`config.mk`:
```
export PLATFORM = sky130hd
export DESIGN_NAME = conv_1st_feeder_flat
export DESIGN_NICKNAME = d
export VERILOG_FILES = /design/src/rtl/conv_1st_feeder_if.sv /design/src/rtl/conv_1st_feeder.sv /design/src/flat_wrapper.sv
export SDC_FILE = /design/constraint.sdc
export NUM_CORES = 1
export LEC_CHECK = 0
export CAP_MARGIN = 10
export CORE_MARGIN = 2
export CORE_UTILIZATION = 50
export CTS_CLUSTER_DIAMETER = 60
export DETAILED_ROUTE_END_ITERATION = 8
export GPL_ROUTABILITY_DRIVEN = 0
export HOLD_SLACK_MARGIN = 0.06
export PLACE_DENSITY = 0.79
export SLEW_MARGIN = 20
export SYNTH_ARGS = -nofsm -noshare
export SYNTH_HDL_FRONTEND = slang
export SYNTH_SLANG_ARGS = --single-unit
```
`constraint.sdc`:
```
create_clock -name clk -period 2.4 [get_ports clk]
set_clock_uncertainty 0.1 [all_clocks]
set_input_delay 0.24 -clock clk [delete_from_list [all_inputs] [get_ports clk]]
set_output_delay 0.24 -clock clk [all_outputs]
set_load 0.01 [all_outputs]
```
`src/rtl/conv_1st_feeder_if.sv`:
```
// Load-side bundle between the stream sources, conv_1st_feeder and the conv_1st_top scan/bias/sta inputs.
// The feeder takes the master modport; the stream sources and the conv controller take the slave modport.
interface conv_1st_feeder_if;
    logic        frame_req;
    logic        bias_upd;
    logic        pix_valid;
    logic [7:0]  pix_data;
    logic        pix_ready;
    logic        bias_valid;
    logic [15:0] bias_data;
    logic        bias_ready;
    logic        frame_done;
    logic [39:0] scan;
    logic [23:0] bias;
    logic        sta;
    logic        busy;

    modport master (
        input  frame_req, bias_upd, pix_valid, pix_data, bias_valid, bias_data, frame_done,
        output pix_ready, bias_ready, scan, bias, sta, busy
    );

    modport slave (
        output frame_req, bias_upd, pix_valid, pix_data, bias_valid, bias_data, frame_done,
        input  pix_ready, bias_ready, scan, bias, sta, busy
    );
endinterface

```
`src/rtl/conv_1st_feeder.sv`:
```
// Packs pixel bytes into 40-bit scan words and biases into 24-bit bias words, then launches the conv.
// Optional CONV1_FEED_PARK_EN: non-write cycles drive parking addresses instead of holding the last word.
module conv_1st_feeder #(
    parameter int N_PIX  = 300,
    parameter int N_BIAS = 34
) (
    input  logic               clk,
    input  logic               rst_n,
    conv_1st_feeder_if.master  bus
);
    localparam int          N_WORDS    = N_PIX / 4;
    localparam logic [6:0]  LAST_WADDR = 7'(N_WORDS - 1);
    localparam logic [5:0]  LAST_BIDX  = 6'(N_BIAS - 1);
    localparam logic [39:0] SCAN_PARK  = {32'h0, 1'b0, 7'h7F};
    localparam logic [23:0] BIAS_PARK  = {16'h0, 2'b00, 6'h3F};

    typedef enum logic [2:0] {IDLE, LD_BIAS, LD_PIX, START, RUN} state_t;

    state_t      state, state_nxt;
    logic [1:0]  lane;
    logic [23:0] part;
    logic [6:0]  waddr;
    logic [5:0]  bidx;
    logic [39:0] scan_q;
    logic [23:0] bias_q;
    logic        sta_q;

    logic pix_acc, bias_acc, word_done, last_word, last_bias;

    assign pix_acc   = bus.pix_valid && (state == LD_PIX);
    assign bias_acc  = bus.bias_valid && (state == LD_BIAS);
    assign word_done = pix_acc && (lane == 2'd3);
    assign last_word = word_done && (waddr == LAST_WADDR);
    assign last_bias = bias_acc && (bidx == LAST_BIDX);

    always_ff @(posedge clk or negedge rst_n) begin
        if (!rst_n) begin
            state <= IDLE;
        end else begin
            state <= state_nxt;
        end
    end

    always_comb begin
        state_nxt      = state;
        bus.pix_ready  = 1'b0;
        bus.bias_ready = 1'b0;
        bus.busy       = 1'b1;
        case (state)
            IDLE: begin
                bus.busy = 1'b0;
                if (bus.frame_req) state_nxt = bus.bias_upd ? LD_BIAS : LD_PIX;
            end
            LD_BIAS: begin
                bus.bias_ready = 1'b1;
                if (last_bias) state_nxt = LD_PIX;
            end
            LD_PIX: begin
                bus.pix_ready = 1'b1;
                if (last_word) state_nxt = START;
            end
            START:   state_nxt = RUN;
            RUN:     if (bus.frame_done) state_nxt = IDLE;
            default: state_nxt = IDLE;
        endcase
    end

    // sta lags START by a register so it rises one cycle after the last scan word is on the bus.
    always_ff @(posedge clk or negedge rst_n) begin
        if (!rst_n) begin
            sta_q <= 1'b0;
        end else begin
            sta_q <= (state == START) || ((state == RUN) && !bus.frame_done);
        end
    end

    always_ff @(posedge clk or negedge rst_n) begin
        if (!rst_n) begin
            lane  <= 2'd0;
            part  <= 24'h0;
            waddr <= 7'd0;
        end else if (pix_acc) begin
            lane <= lane + 2'd1;
            case (lane)
                2'd0:    part[7:0]   <= bus.pix_data;
                2'd1:    part[15:8]  <= bus.pix_data;
                2'd2:    part[23:16] <= bus.pix_data;
                default: part        <= part;
            endcase
            if (word_done) waddr <= last_word ? 7'd0 : waddr + 7'd1;
        end
    end

    always_ff @(posedge clk or negedge rst_n) begin
        if (!rst_n) begin
            scan_q <= SCAN_PARK;
        end else if (word_done) begin
            scan_q <= {bus.pix_data, part, 1'b0, waddr};
        end else begin
`ifdef CONV1_FEED_PARK_EN
            scan_q <= SCAN_PARK;
`else
            scan_q <= scan_q;
`endif
        end
    end

    always_ff @(posedge clk or negedge rst_n) begin
        if (!rst_n) begin
            bias_q <= BIAS_PARK;
            bidx   <= 6'd0;
        end else if (bias_acc) begin
            bias_q <= {bus.bias_data, 2'b00, bidx};
            bidx   <= last_bias ? 6'd0 : bidx + 6'd1;
        end else begin
`ifdef CONV1_FEED_PARK_EN
            bias_q <= BIAS_PARK;
`else
            bias_q <= bias_q;
`endif
        end
    end

    assign bus.scan = scan_q;
    assign bus.bias = bias_q;
    assign bus.sta  = sta_q;
endmodule
```
`src/flat_wrapper.sv`:
```
// flat-port wrapper written by rule: the top's interface ports become plain ports
module conv_1st_feeder_flat 
#(
    parameter int N_PIX  = 300,
    parameter int N_BIAS = 34
)
  (clk, rst_n, bus_frame_req, bus_bias_upd, bus_pix_valid, bus_pix_data, bus_bias_valid, bus_bias_data, bus_frame_done, bus_pix_ready, bus_bias_ready, bus_scan, bus_bias, bus_sta, bus_busy);
  conv_1st_feeder_if bus_i ();
  input  logic clk;
  input  logic rst_n;
  input wire logic [$bits(bus_i.frame_req)-1:0] bus_frame_req;
  input wire logic [$bits(bus_i.bias_upd)-1:0] bus_bias_upd;
  input wire logic [$bits(bus_i.pix_valid)-1:0] bus_pix_valid;
  input wire logic [$bits(bus_i.pix_data)-1:0] bus_pix_data;
  input wire logic [$bits(bus_i.bias_valid)-1:0] bus_bias_valid;
  input wire logic [$bits(bus_i.bias_data)-1:0] bus_bias_data;
  input wire logic [$bits(bus_i.frame_done)-1:0] bus_frame_done;
  output wire logic [$bits(bus_i.pix_ready)-1:0] bus_pix_ready;
  output wire logic [$bits(bus_i.bias_ready)-1:0] bus_bias_ready;
  output wire logic [$bits(bus_i.scan)-1:0] bus_scan;
  output wire logic [$bits(bus_i.bias)-1:0] bus_bias;
  output wire logic [$bits(bus_i.sta)-1:0] bus_sta;
  output wire logic [$bits(bus_i.busy)-1:0] bus_busy;
  assign bus_i.frame_req = bus_frame_req;
  assign bus_i.bias_upd = bus_bias_upd;
  assign bus_i.pix_valid = bus_pix_valid;
  assign bus_i.pix_data = bus_pix_data;
  assign bus_i.bias_valid = bus_bias_valid;
  assign bus_i.bias_data = bus_bias_data;
  assign bus_i.frame_done = bus_frame_done;
  assign bus_pix_ready = bus_i.pix_ready;
  assign bus_bias_ready = bus_i.bias_ready;
  assign bus_scan = bus_i.scan;
  assign bus_bias = bus_i.bias;
  assign bus_sta = bus_i.sta;
  assign bus_busy = bus_i.busy;
  conv_1st_feeder #(.N_PIX(N_PIX), .N_BIAS(N_BIAS)) u_core (.clk(clk), .rst_n(rst_n), .bus(bus_i));
endmodule
```
# Word-level counts from Yosys, hierarchy flattened
# Cells that the tools add are included.
# totals
reg_bits,104
latch_bits,0
ram_bits,0
romBits,0
inputBits,31
out_inout_bits,68
wordCells,52
n_memories,0
# classes
n_addsub,3
mul,0
n_div,0
order_cmp,0
eq_ne,13
shift,0
mux,11
bitwise,0
reduce_logical,15
# ops
cell,n
$pmux W3 S5,1
$mux W3,4
$reduce_and A2 Y1,4
$add A7 B1 Y7 const B,1
$eq A7 B7 Y1 const B,1
$mux W7,1
$add A6 B1 Y6 const B,1
$eq A3 B2 Y1 const B,2
$eq A6 B6 Y1 const B,1
$logic_and A1 B1 Y1,6
$mux W6,1
$eq A2 B2 Y1 const B,2
$ne A2 B1 Y1 const B,2
$ne A2 B2 Y1 const B,2
$reduce_and A4 Y1,1
$eq A3 B1 Y1 const B,1
$eq A3 B3 Y1 const B,1
$logic_not A3 Y1,1
$mux W1,3
$add A2 B1 Y2 const B,1
$eq A2 B1 Y1 const B,1
$logic_not A2 Y1,1
$mux W2,1
$logic_not A1 Y1,1
$logic_or A1 B1 Y1,1

# Longest topological paths before layout
# Gate-level depths: netlist (run 1).
# depth
ltp_word,6
mapped_depth,8
depth_no_buf,6

# Worst setup path before layout (run 1)
# No wires, ideal clock.
# synth_path
kind,reg2reg
start,reg u_core.state[0]
end,reg u_core.waddr[5]
setup_time_ns,0.125
arrival_ns,1.495
slack_ns,0.681
path_stages_with_launch,7
synth_period_minus_slack_ns,1.719
cell_sequence,dfrtp_1 > buf_6 > and4bb_1 > buf_4 > nand2_2 > nor3_2 > mux2_2
# synth_between
elab_chain_len,5
# synth_lines
element,line_no,text
"start, declared",conv_1st_feeder.sv:19,"state_t state, state_nxt;"
"start signal, assigned",conv_1st_feeder.sv:40,state <= state_nxt;
$eq A3 B2 Y1 (*),conv_1st_feeder.sv:30,assign pix_acc = bus.pix_valid && (state == LD_PIX);
$logic_and A1 B1 Y1 (*),conv_1st_feeder.sv:30,
$logic_and A1 B1 Y1,conv_1st_feeder.sv:32,assign word_done = pix_acc && (lane == 2'd3);
$logic_and A1 B1 Y1,conv_1st_feeder.sv:33,assign last_word = word_done && (waddr == LAST_WADDR);
$mux W7,conv_1st_feeder.sv:90,if (word_done) waddr <= last_word ? 7'd0 : waddr + 7'd1;
"end signal, assigned",conv_1st_feeder.sv:90,
"end, declared",conv_1st_feeder.sv:22,logic [6:0] waddr;
# Mark *: on every way between the ends. The rest lies on a longest branch, timed or not.
# A chain may end at the register's enable or synchronous reset.

# Final worst setup path (run 1)
# layout_path
start,reg u_core.state[1]
end,out bus_bias_ready
# layout_between
elab_chain_len,2
# layout_lines
element,line_no,text
$eq A3 B1 Y1,conv_1st_feeder.sv:49,case (state)
$mux W1,conv_1st_feeder.sv:49,
"end, declared",flat_wrapper.sv:19,output wire logic [$bits(bus_i.bias_ready)-1:0] bus_bias_ready;
# Every way passes these cells.

==> flow_metrics.py, run 1 <==
metrics = {
    "outcome": {
        "result_of_the_run": "completed",
    },
    "synthesis": {
        "asyncSetResetFlopFracSynth": 1.000,
        "ys_ff_latch": 104,
        "netlist.top_cell.by_area": "sky130_fd_sc_hd__dfrtp_1",
        "synth_warnings": 0,
        "synth.yosys.seq_area_share": 0.6134,
        "yosys-top-cells-count": "182 x sky130_fd_sc_hd__nand2_1, 91 x sky130_fd_sc_hd__dfrtp_1, 30 x sky130_fd_sc_hd__mux2_2",
        "ys_top_cells_by_area": "sky130_fd_sc_hd__dfrtp_1 53%, sky130_fd_sc_hd__nand2_1 16%, sky130_fd_sc_hd__dfstp_2 8.0%, sky130_fd_sc_hd__mux2_2 7.9%, sky130_fd_sc_hd__ha_1 2.3%",
        "postSynthAreaPerCell_um2": 10.44,
        "synth_enable_flop_cells": 0,
        "synth_cell_type_count": 38,
        "synth_top_cell_area_share": 0.5334,
        "netlist_instances": 409,
        "synth_flop_cell": "sky130_fd_sc_hd__dfrtp_1",
        "post-synth-top-count-cell": "sky130_fd_sc_hd__nand2_1",
        "synthesis.area_mm2": 0.004269,
    },
    "grt": {
        "grt_remaining_overflow": 0,
        "track_usage": 0.1949,
        "grt_start_max_net_pins": 77,
        "grt_pass1_vias": 3036,
        "number_of_antenna_violations_at_the_first_check_in_global_routing": 0,
        "grt_pass1_wl_mm": 14.08,
    },
    "placed_design": {
        "pre_cts_slack_ps": 337.3,
        "port-buffer-count": 95,
        "place_area_mm2": 0.005304,
        "dpl.hpwl_mm": 5.882,
    },
    "sta": {
        "fin_tns_setup_ps": 0,
        "timing.final.setup_violations": 0,
        "ratio_of_final_minimum_period_to_clock_period": 0.8888,
        "maxSlewHeadroom": 0.6519,
        "timing.final.crit_period_ps": 2133,
        "rsz0062_at_grt": "no",
        "final.hold.worst_slack_ps": 244.8,
        "clock.fmax_mhz": 468.8,
        "tightestPinTransition_ps": 514.9,
        "timing.final.max_slew_violations": 0,
        "final_setup_margin_ps": 266.9,
        "finalHoldViolCount": 0,
    },
    "drt": {
        "post_detailed_route_wirelength_per_cell_um": 13.89,
        "post_drt_via_cell_ratio": 4.980,
        "drcViolationCount": 0,
        "first_pass_iters": 4,
        "final_antenna_net_count": 0,
        "num_vias": 3048,
        "routed_wirelength_mm": 8.500,
        "first_iter_violations": 127,
    },
    "clocking": {
        "htree_levels": 3,
        "clockRootBuffer": "sky130_fd_sc_hd__clkbuf_8",
        "tritoncts": "yes",
        "clk_transition_reported_paths_ps": 100,
        "clkLatencyLatePin_ps": 350,
        "cts_sinks": 104,
        "cts_max_path_buffers": 2,
        "cts_inserted_buffers": 9,
    },
    "finish": {
        "final_core_util": 0.6668,
        "regArea_mm2": 0.002619,
        "layout_cell_share_with_drive_strength_beyond_1": 0.1420,
        "finalInstanceArea_mm2": 0.005507,
        "multi_input_comb_area_mm2": 0.001529,
        "finalNetCount": 541,
        "antenna-diode-count": 0,
        "num-fill-cells": 656,
        "syn2layout_area_growth_pct": 28.99,
    },
    "min_path": {
        "worst_hold_check_path_type": "input port to asynchronous set/reset pin",
    },
    "worst_setup_path": {
        "slowest_delay_ps": 560,
        "path_delay_family": "buffers and inverters",
        "arrival_ps": 1790,
        "critPathCaptureType": "output port",
        "cell_breakdown_of_the_critical_path": "nand2b_1 -> nor2_1 -> clkdlybuf4s50_1",
        "cp-start-kind": "flop",
        "path_buf_inv": 1,
        "required_ps": 2060,
        "crit_path_top_delay_cell": "sky130_fd_sc_hd__clkdlybuf4s50_1",
        "setup.worst_path.class": "flop to output port",
        "path_max_fanout": 10,
    },
    "pwr": {
        "leakage_nw": 2.633,
        "irDropWorstVdd_uv": 531.7,
        "pwr_density_cell_mw_per_mm2": 1133,
    },
    "die": {
        "dieWidth_um": 96.40,
        "core.rowCount": 33,
        "floorplan.die.height_um": 96.40,
        "fp.dieArea_mm2": 0.009293,
        "top_level_ports": 99,
        "floorplan.core_area_mm2": 0.008258,
        "start_util": 0.5170,
    },
    "flow_run": {
        "cap_violations": 0,
    },
}
[report_power, final]
| group | internal [mW] | switching [mW] |
|---|---|---|
| sequential | 2.48 | 0.476 |
| clock | 0.420 | 0.602 |
| combinational | 1.29 | 0.971 |
[metrics by stage]
step	power (mW)	std cells
3_5_place_dp	5.278	595
6_report	6.238	612
3_3_place_gp	5.164	595
5_1_grt	6.689	612
4_1_cts	6.323	612
2_1_floorplan	4.018	411
[logic make-up after synthesis]
logic type | Yosys count | synth area share
simple gates | 216 | 0.2113
fa+ha+maj | 8 | 0.02345
flops | 104 | 0.6134
mux | 32 | 0.08499
compound gates | 17 | 0.02404
xor+xnor | 4 | 0.008205
other cells | 1 | 0.0008784
buf+inv | 27 | 0.03370
[placed cells by master (no fill, tap or decap), types with 5 or more instances in the layout]
master	instances
sky130_fd_sc_hd__nand2_1	182
sky130_fd_sc_hd__clkdlybuf4s50_1	94
sky130_fd_sc_hd__dfrtp_1	91
sky130_fd_sc_hd__mux2_2	30
sky130_fd_sc_hd__dfstp_2	13
sky130_fd_sc_hd__o21ai_0	10
sky130_fd_sc_hd__clkbuf_8	10
sky130_fd_sc_hd__ha_1	8
sky130_fd_sc_hd__nor2_1	7
sky130_fd_sc_hd__buf_4	6
sky130_fd_sc_hd__inv_1	5
[final timing paths]
| kind | start | end | slack [ps] | cells past startpoint |
|---|---|---|---|---|
| worst min register to register | u_core.bus.scan[6]$_DFFE_PN1P_ | u_core.bus.scan[6]$_DFFE_PN1P_ | 360 | 2 |
| min in group clk | bus_bias_data[3] | u_core.bus.bias[11]$_DFFE_PN0P_ | 290 | 3 |
| max in group asynchronous | rst_n | u_core.bus.bias[0]$_DFFE_PN1P_ | 1200 | 3 |
| worst min-delay path | rst_n | u_core.bus.scan[38]$_DFFE_PN0P_ | 240 | 2 |
| worst max-delay path | u_core.state[1]$_DFFE_PN0P_ | bus_bias_ready | 270 | 3 |
| worst max register to register | u_core.state[2]$_DFFE_PN0P_ | u_core.bus.scan[5]$_DFFE_PN1P_ | 390 | 4 |
[layer usage]
metal | track usage | vias up | part of all wire
met3 | 0.06517 | 9 | 0.070
li1 | - | 1496 | -
met4 | 0.03873 | 0 | 0.0072
met2 | 0.3079 | 81 | 0.46
met5 | 0 | - | 0
met1 | 0.2665 | 1462 | 0.46
[sequential cells by signal (all words and copies together), names as in the netlist]
register and cells:
u_core.waddr 7, u_core.bidx 6, u_core.bus.sta 1, u_core.part 24, u_core.state 3, u_core.bus.bias 22
u_core.bus.scan 39, u_core.lane 2
[final cells by class]
cell class	count	area share
flip-flops and latches	104	0.4756
multi-input cells	280	0.2777
repair buffers	102	0.1845
clock buffers	10	0.02499
well taps	105	0.02386
clock inverters	6	0.009998
inverters	5	0.003408
[what timing repair did]
item / CTS / global route
resized for setup: 0 / 0
endpoints found under the hold margin: 28 / 0
hold buffers: 1 / 0
setup buffers: 0 / 0
Power figures use the tool's default switching activity.
==> inputs of run 2 (changes only) <==
--- a/config.mk
+++ b/config.mk
@@ -12,7 +12,7 @@
 export DETAILED_ROUTE_END_ITERATION = 8
 export GPL_ROUTABILITY_DRIVEN = 0
 export HOLD_SLACK_MARGIN = 0.06
-export PLACE_DENSITY = 0.79
+export PLACE_DENSITY_LB_ADDON = 0.2
 export SLEW_MARGIN = 20
 export SYNTH_ARGS = -nofsm -noshare
 export SYNTH_HDL_FRONTEND = slang
==> flow_metrics.py, run 2 (same netlist as run 1, synthesis figures left out) <==
metrics = {
    "clocking": {
        "clk_transition_reported_paths_ps": 100,
        "clkLatencyLatePin_ps": 360,
        "tritoncts": "yes",
        "cts_sinks": 104,
        "clockRootBuffer": "sky130_fd_sc_hd__clkbuf_8",
        "cts_resized": 0,
        "cts_max_path_buffers": 2,
        "htree_levels": 3,
        "cts_inserted_buffers": 9,
    },
    "outcome": {
        "result_of_the_run": "completed",
    },
    "sta": {
        "ratio_of_final_minimum_period_to_clock_period": 0.8710,
        "final.hold.worst_slack_ps": 295.6,
        "timing.final.setup_violations": 0,
        "tightestPinTransition_ps": 654.9,
        "timing.final.max_slew_violations": 0,
        "timing.final.crit_period_ps": 2090,
        "fin_tns_setup_ps": 0,
        "finalHoldViolCount": 0,
        "clock.fmax_mhz": 478.4,
        "maxSlewHeadroom": 0.5634,
        "rsz0062_at_grt": "no",
    },
    "die": {
        "start_util": 0.5170,
        "top_level_ports": 99,
        "floorplan.die.height_um": 96.40,
        "fp.dieArea_mm2": 0.009293,
        "core.rowCount": 33,
        "dieWidth_um": 96.40,
        "floorplan.core_area_mm2": 0.008258,
    },
    "grt": {
        "use_met1": 0.2597,
        "grt_pass1_wl_mm": 14.19,
        "grt_remaining_overflow": 0,
        "top_usage_layer": "met2",
        "track_usage": 0.1979,
        "grt_pass1_vias": 3050,
        "grt_start_max_net_pins": 52,
        "number_of_antenna_violations_at_the_first_check_in_global_routing": 0,
        "globalRouteMet3Util": 0.06206,
        "use_met2": 0.3137,
    },
    "worst_setup_path": {
        "cell_breakdown_of_the_critical_path": "nand2b_1 -> nor2_1 -> clkdlybuf4s50_1",
        "r2r_end": "u_core.part[13]$_DFFE_PN0P_",
        "path_delay_family": "buffers and inverters",
        "path_max_fanout": 10,
        "setup.worst_path.class": "flop to output port",
        "r2r-start": "u_core.state[2]$_DFFE_PN0P_",
        "critPathCaptureType": "output port",
        "required_ps": 2060,
        "cp-start-kind": "flop",
        "slowest_delay_ps": 560,
        "crit_path_top_delay_cell": "sky130_fd_sc_hd__clkdlybuf4s50_1",
        "arrival_ps": 1750,
        "worstRegToRegCells": 3,
        "path_buf_inv": 1,
        "regToRegSetupSlack_ps": 460,
    },
    "finish": {
        "layout_commonest_cell": "sky130_fd_sc_hd__nand2_1",
        "antenna-diode-count": 0,
        "final_core_util": 0.6677,
        "layout_cell_share_with_drive_strength_beyond_1": 0.1471,
        "finalNetCount": 544,
        "syn2layout_area_growth_pct": 29.16,
        "most-common-layout-cells": "182 x sky130_fd_sc_hd__nand2_1, 94 x sky130_fd_sc_hd__clkdlybuf4s50_1, 91 x sky130_fd_sc_hd__dfrtp_1, 30 x sky130_fd_sc_hd__mux2_2, 13 x sky130_fd_sc_hd__dfstp_2",
        "number_of_flip_flops_in_the_largest_register": 39,
        "regArea_mm2": 0.002619,
        "multi_input_comb_area_mm2": 0.001529,
        "num-fill-cells": 694,
    },
    "pwr": {
        "internal-power_mw": 4.163,
        "swShare": 0.3275,
        "share_seq_of_total_power": 0.474,
        "leakage_nw": 2.640,
        "pwr_density_cell_mw_per_mm2": 1123,
        "irDropWorstVdd_uv": 473.1,
        "clock_power_share": 0.162,
        "power.combinational.fraction": 0.363,
        "switching_power_mw": 2.027,
    },
    "drt": {
        "final_antenna_net_count": 0,
        "first_pass_iters": 6,
        "drcViolationCount": 0,
        "first_iter_violations": 111,
        "post_detailed_route_wirelength_per_cell_um": 13.60,
        "num_vias": 3073,
        "post_drt_via_cell_ratio": 4.997,
        "routed_wirelength_mm": 8.363,
    },
    "min_path": {
        "hold_path_end": "u_core.bus.bias[19]$_DFFE_PN0P_",
        "min-delay-start": "bus_bias_data[11]",
        "worst_hold_path.num_cells": 3,
        "worst_hold_check_path_type": "input port to flop",
    },
    "placed_design": {
        "dpl.hpwl_mm": 5.894,
        "port-buffer-count": 95,
    },
    "flow_run": {
        "cap_violations": 0,
    },
}
-- run 2: how the worst max path moves through the flow --
stage / from / end / slack [ps] / depth (start not counted)
5_1_grt: u_core.state[1]$_DFFE_PN0P_ / bus_bias_ready / 190 / 3
3_5_place_dp: bus_pix_valid / u_core.part[8]$_DFFE_PN0P_ / 360 / 4
2_1_floorplan: u_core.state[0]$_DFFE_PN0P_ / u_core.waddr[5]$_DFFE_PN0P_ / 680 / 6
4_1_cts: u_core.state[1]$_DFFE_PN0P_ / bus_bias_ready / 270 / 3
3_3_place_gp: bus_pix_valid / u_core.part[15]$_DFFE_PN0P_ / 400 / 4
6_report: u_core.state[1]$_DFFE_PN0P_ / bus_bias_ready / 310 / 3
-- run 2: layer usage --
layer	share of wire	vias up
met1	0.45	1486
met4	0.012	0
met5	0	-
met3	0.071	9
met2	0.47	82
li1	-	1496
-- run 2: worst reg2reg max path, stage by stage (launching register included) --
cell	delay [ps]
sky130_fd_sc_hd__dfrtp_1	500
sky130_fd_sc_hd__and4bb_1	530
sky130_fd_sc_hd__nand2_1	340
sky130_fd_sc_hd__mux2_2	360
-- run 2: timing repair --
action,CTS,global route
hold endpoints to repair,42,0
endpoints found under the setup margin,0,0
buffers inserted,0,0
hold buffers,1,0
-- run 2: area by class of cell --
type,count,share of cell area
Sequential cell,104,0.4749
Multi-Input combinational cell,280,0.2773
Timing Repair Buffer,105,0.1883
Tap cell,105,0.02383
Clock buffer,9,0.02246
Clock inverter,7,0.009757
Inverter,5,0.003404
-- run 2: power groups by stage --
stage	logic (mW)	clock network [mW]	registers [mW]
6_report	2.25	1.00	2.94
4_1_cts	2.29	1.03	2.94
3_5_place_dp	2.28	0	2.97
3_3_place_gp	2.23	0	2.94
5_1_grt	2.51	1.11	3.04
2_1_floorplan	0.960	0	3.06
-- run 2: through the flow --
| stage | total power, mW | setup WS, ps | std cells | area (um^2) |
|---|---|---|---|---|
| 3_5_place_dp | 5.252 | 364.2 | 598 | 5326 |
| 2_1_floorplan | 4.018 | 680.7 | 411 | 4277 |
| 4_1_cts | 6.266 | 273.5 | 615 | 5514 |
| 6_report | 6.190 | 309.5 | 615 | 5514 |
| 5_1_grt | 6.655 | 189.0 | 615 | 5514 |
| 3_3_place_gp | 5.171 | 402.8 | 598 | 5326 |
==> inputs of run 3 (changes only) <==
--- a/config.mk
+++ b/config.mk
@@ -6,7 +6,7 @@
 export NUM_CORES = 1
 export LEC_CHECK = 0
 export CAP_MARGIN = 10
-export CORE_MARGIN = 2
+export CORE_MARGIN = 4
 export CORE_UTILIZATION = 50
 export CTS_CLUSTER_DIAMETER = 60
 export DETAILED_ROUTE_END_ITERATION = 8
@@ -17,3 +17,4 @@
 export SYNTH_ARGS = -nofsm -noshare
 export SYNTH_HDL_FRONTEND = slang
 export SYNTH_SLANG_ARGS = --single-unit
+export TNS_END_PERCENT = 100
==> flow_metrics.py, run 3 (same netlist as run 1, synthesis figures left out) <==
metrics = {
    "outcome": {
        "result_of_the_run": "completed",
    },
    "finish": {
        "layout_commonest_cell": "sky130_fd_sc_hd__nand2_1",
        "layout_cell_share_with_drive_strength_beyond_1": 0.1471,
        "syn2layout_area_growth_pct": 29.10,
        "num-fill-cells": 644,
        "most-common-layout-cells": "182 x sky130_fd_sc_hd__nand2_1, 94 x sky130_fd_sc_hd__clkdlybuf4s50_1, 91 x sky130_fd_sc_hd__dfrtp_1, 30 x sky130_fd_sc_hd__mux2_2, 13 x sky130_fd_sc_hd__dfstp_2",
        "antenna-diode-count": 0,
        "number_of_flip_flops_in_the_largest_register": 39,
        "finalNetCount": 544,
    },
    "worst_setup_path": {
        "arrival_ps": 1760,
        "cp-start-kind": "flop",
        "crit_path_top_delay_cell": "sky130_fd_sc_hd__clkdlybuf4s50_1",
        "path_max_fanout": 10,
        "slowest_delay_ps": 560,
        "critPathCaptureType": "output port",
        "cell_breakdown_of_the_critical_path": "nand2b_1 -> nor2_1 -> clkdlybuf4s50_1",
        "required_ps": 2060,
        "setup.worst_path.class": "flop to output port",
    },
    "clocking": {
        "clkLatencyLatePin_ps": 350,
        "post_cts.repair.setup_buffers": 0,
        "clk_transition_reported_paths_ps": 100,
        "cts_sinks": 104,
        "cts_inserted_buffers": 9,
        "clockRootBuffer": "sky130_fd_sc_hd__clkbuf_8",
        "cts_max_path_buffers": 2,
        "tritoncts": "yes",
        "htree_levels": 3,
        "cts_resized": 0,
        "ctsHoldBuffers": 1,
    },
    "drt": {
        "first_pass_iters": 4,
        "first_iter_violations": 78,
        "routed_wirelength_mm": 8.491,
        "post_detailed_route_wirelength_per_cell_um": 13.81,
        "drcViolationCount": 0,
        "post_drt_via_cell_ratio": 4.969,
        "num_vias": 3056,
        "final_antenna_net_count": 0,
    },
    "sta": {
        "maxSlewHeadroom": 0.6253,
        "final_setup_margin_ps": 296.8,
        "tightestPinTransition_ps": 562.0,
        "fin_tns_setup_ps": 0,
        "timing.final.max_slew_violations": 0,
        "clock.fmax_mhz": 475.5,
        "finalHoldViolCount": 0,
        "ratio_of_final_minimum_period_to_clock_period": 0.8763,
        "rsz0062_at_grt": "no",
        "timing.final.setup_violations": 0,
        "timing.final.crit_period_ps": 2103,
    },
    "grt": {
        "track_usage": 0.1830,
        "grt_start_max_net_pins": 45,
        "grt_remaining_overflow": 0,
        "grt_pass1_wl_mm": 14.75,
        "grt_pass1_vias": 3069,
        "number_of_antenna_violations_at_the_first_check_in_global_routing": 0,
    },
    "min_path": {
        "worst_hold_check_path_type": "input port to asynchronous set/reset pin",
    },
    "placed_design": {
        "pre_cts_slack_ps": 342.7,
        "dpl.hpwl_mm": 6.018,
        "port-buffer-count": 95,
    },
    "pwr": {
        "irDropWorstVdd_uv": 507.9,
        "internal-power_mw": 4.173,
        "power.combinational.fraction": 0.363,
        "share_seq_of_total_power": 0.471,
        "leakage_nw": 2.637,
        "switching_power_mw": 2.053,
        "pwr_density_cell_mw_per_mm2": 1130,
        "clock_power_share": 0.166,
        "swShare": 0.3298,
    },
    "die": {
        "floorplan.core_area_mm2": 0.008258,
        "top_level_ports": 99,
        "dieWidth_um": 100.4,
        "floorplan.die.height_um": 100.4,
        "start_util": 0.5170,
        "core.rowCount": 33,
        "fp.dieArea_mm2": 0.01008,
    },
    "flow_run": {
        "cap_violations": 0,
    },
}
run 3: cell counts in the layout (fill, tap and decap cells not counted):
Identical to the previous run, type by type.
run 3: layout make-up:
class | count | area (um^2) | share of cell area
flip-flops and latches | 104 | 2619 | 0.4751
multi-input cells | 280 | 1529 | 0.2774
repair buffers | 105 | 1026 | 0.1862
well taps | 105 | 131.4 | 0.02384
clock buffers | 9 | 123.9 | 0.02247
clock inverters | 7 | 63.81 | 0.01158
inverters | 5 | 18.77 | 0.003405
run 3: path summary, 6_finish.rpt:
path	start	endpoint	slack (ps)	cells after the start
worst min register to register	u_core.bus.bias[4]$_DFFE_PN1P_	u_core.bus.bias[4]$_DFFE_PN1P_	370	2
min in group clk	bus_bias_data[13]	u_core.bus.bias[21]$_DFFE_PN0P_	300	3
worst max-delay path	u_core.state[1]$_DFFE_PN0P_	bus_bias_ready	300	3
max in group asynchronous	rst_n	u_core.bus.bias[0]$_DFFE_PN1P_	1140	3
worst max register to register	u_core.state[2]$_DFFE_PN0P_	u_core.part[17]$_DFFE_PN0P_	450	3
worst min-delay path	rst_n	u_core.part[13]$_DFFE_PN0P_	300	2
run 3: metrics by stage:
step / hold WS, ps / power [mW] / cell area, um^2 / instances / utilization
2_1_floorplan: -155.6 / 4.018 / 4277 / 411 / -
5_1_grt: 280.5 / 6.693 / 5512 / 615 / 0.6674
6_report: 297.2 / 6.226 / 5512 / 615 / 0.6674
4_1_cts: 284.8 / 6.309 / 5512 / 615 / 0.6674
3_5_place_dp: 166.6 / 5.269 / 5314 / 598 / 0.6435
3_3_place_gp: 163.4 / 5.180 / 5314 / 598 / 0.6435
run 3: layer usage:
| layer | part of all wire | vias up | global-route usage |
|---|---|---|---|
| met2 | 0.45 | 79 | 0.2742 |
| met3 | 0.079 | 8 | 0.06324 |
| met1 | 0.46 | 1465 | 0.2561 |
| li1 | - | 1504 | - |
| met4 | 0.011 | 0 | 0.04974 |
| met5 | 0 | - | 0 |
run 3: power groups by stage:
stage,clock [mW],sequential [mW],combinational [mW]
4_1_cts,1.06,2.94,2.31
5_1_grt,1.14,3.04,2.52
3_3_place_gp,0,2.95,2.23
6_report,1.03,2.93,2.26
2_1_floorplan,0,3.06,0.960
3_5_place_dp,0,2.97,2.30
run 3: worst max-delay path: cells and delay by family, from the launching register on:
family,cells,cell delay (ps)
flip-flops,1,500
AND/OR/NAND/NOR,2,360
buffers and inverters,1,560
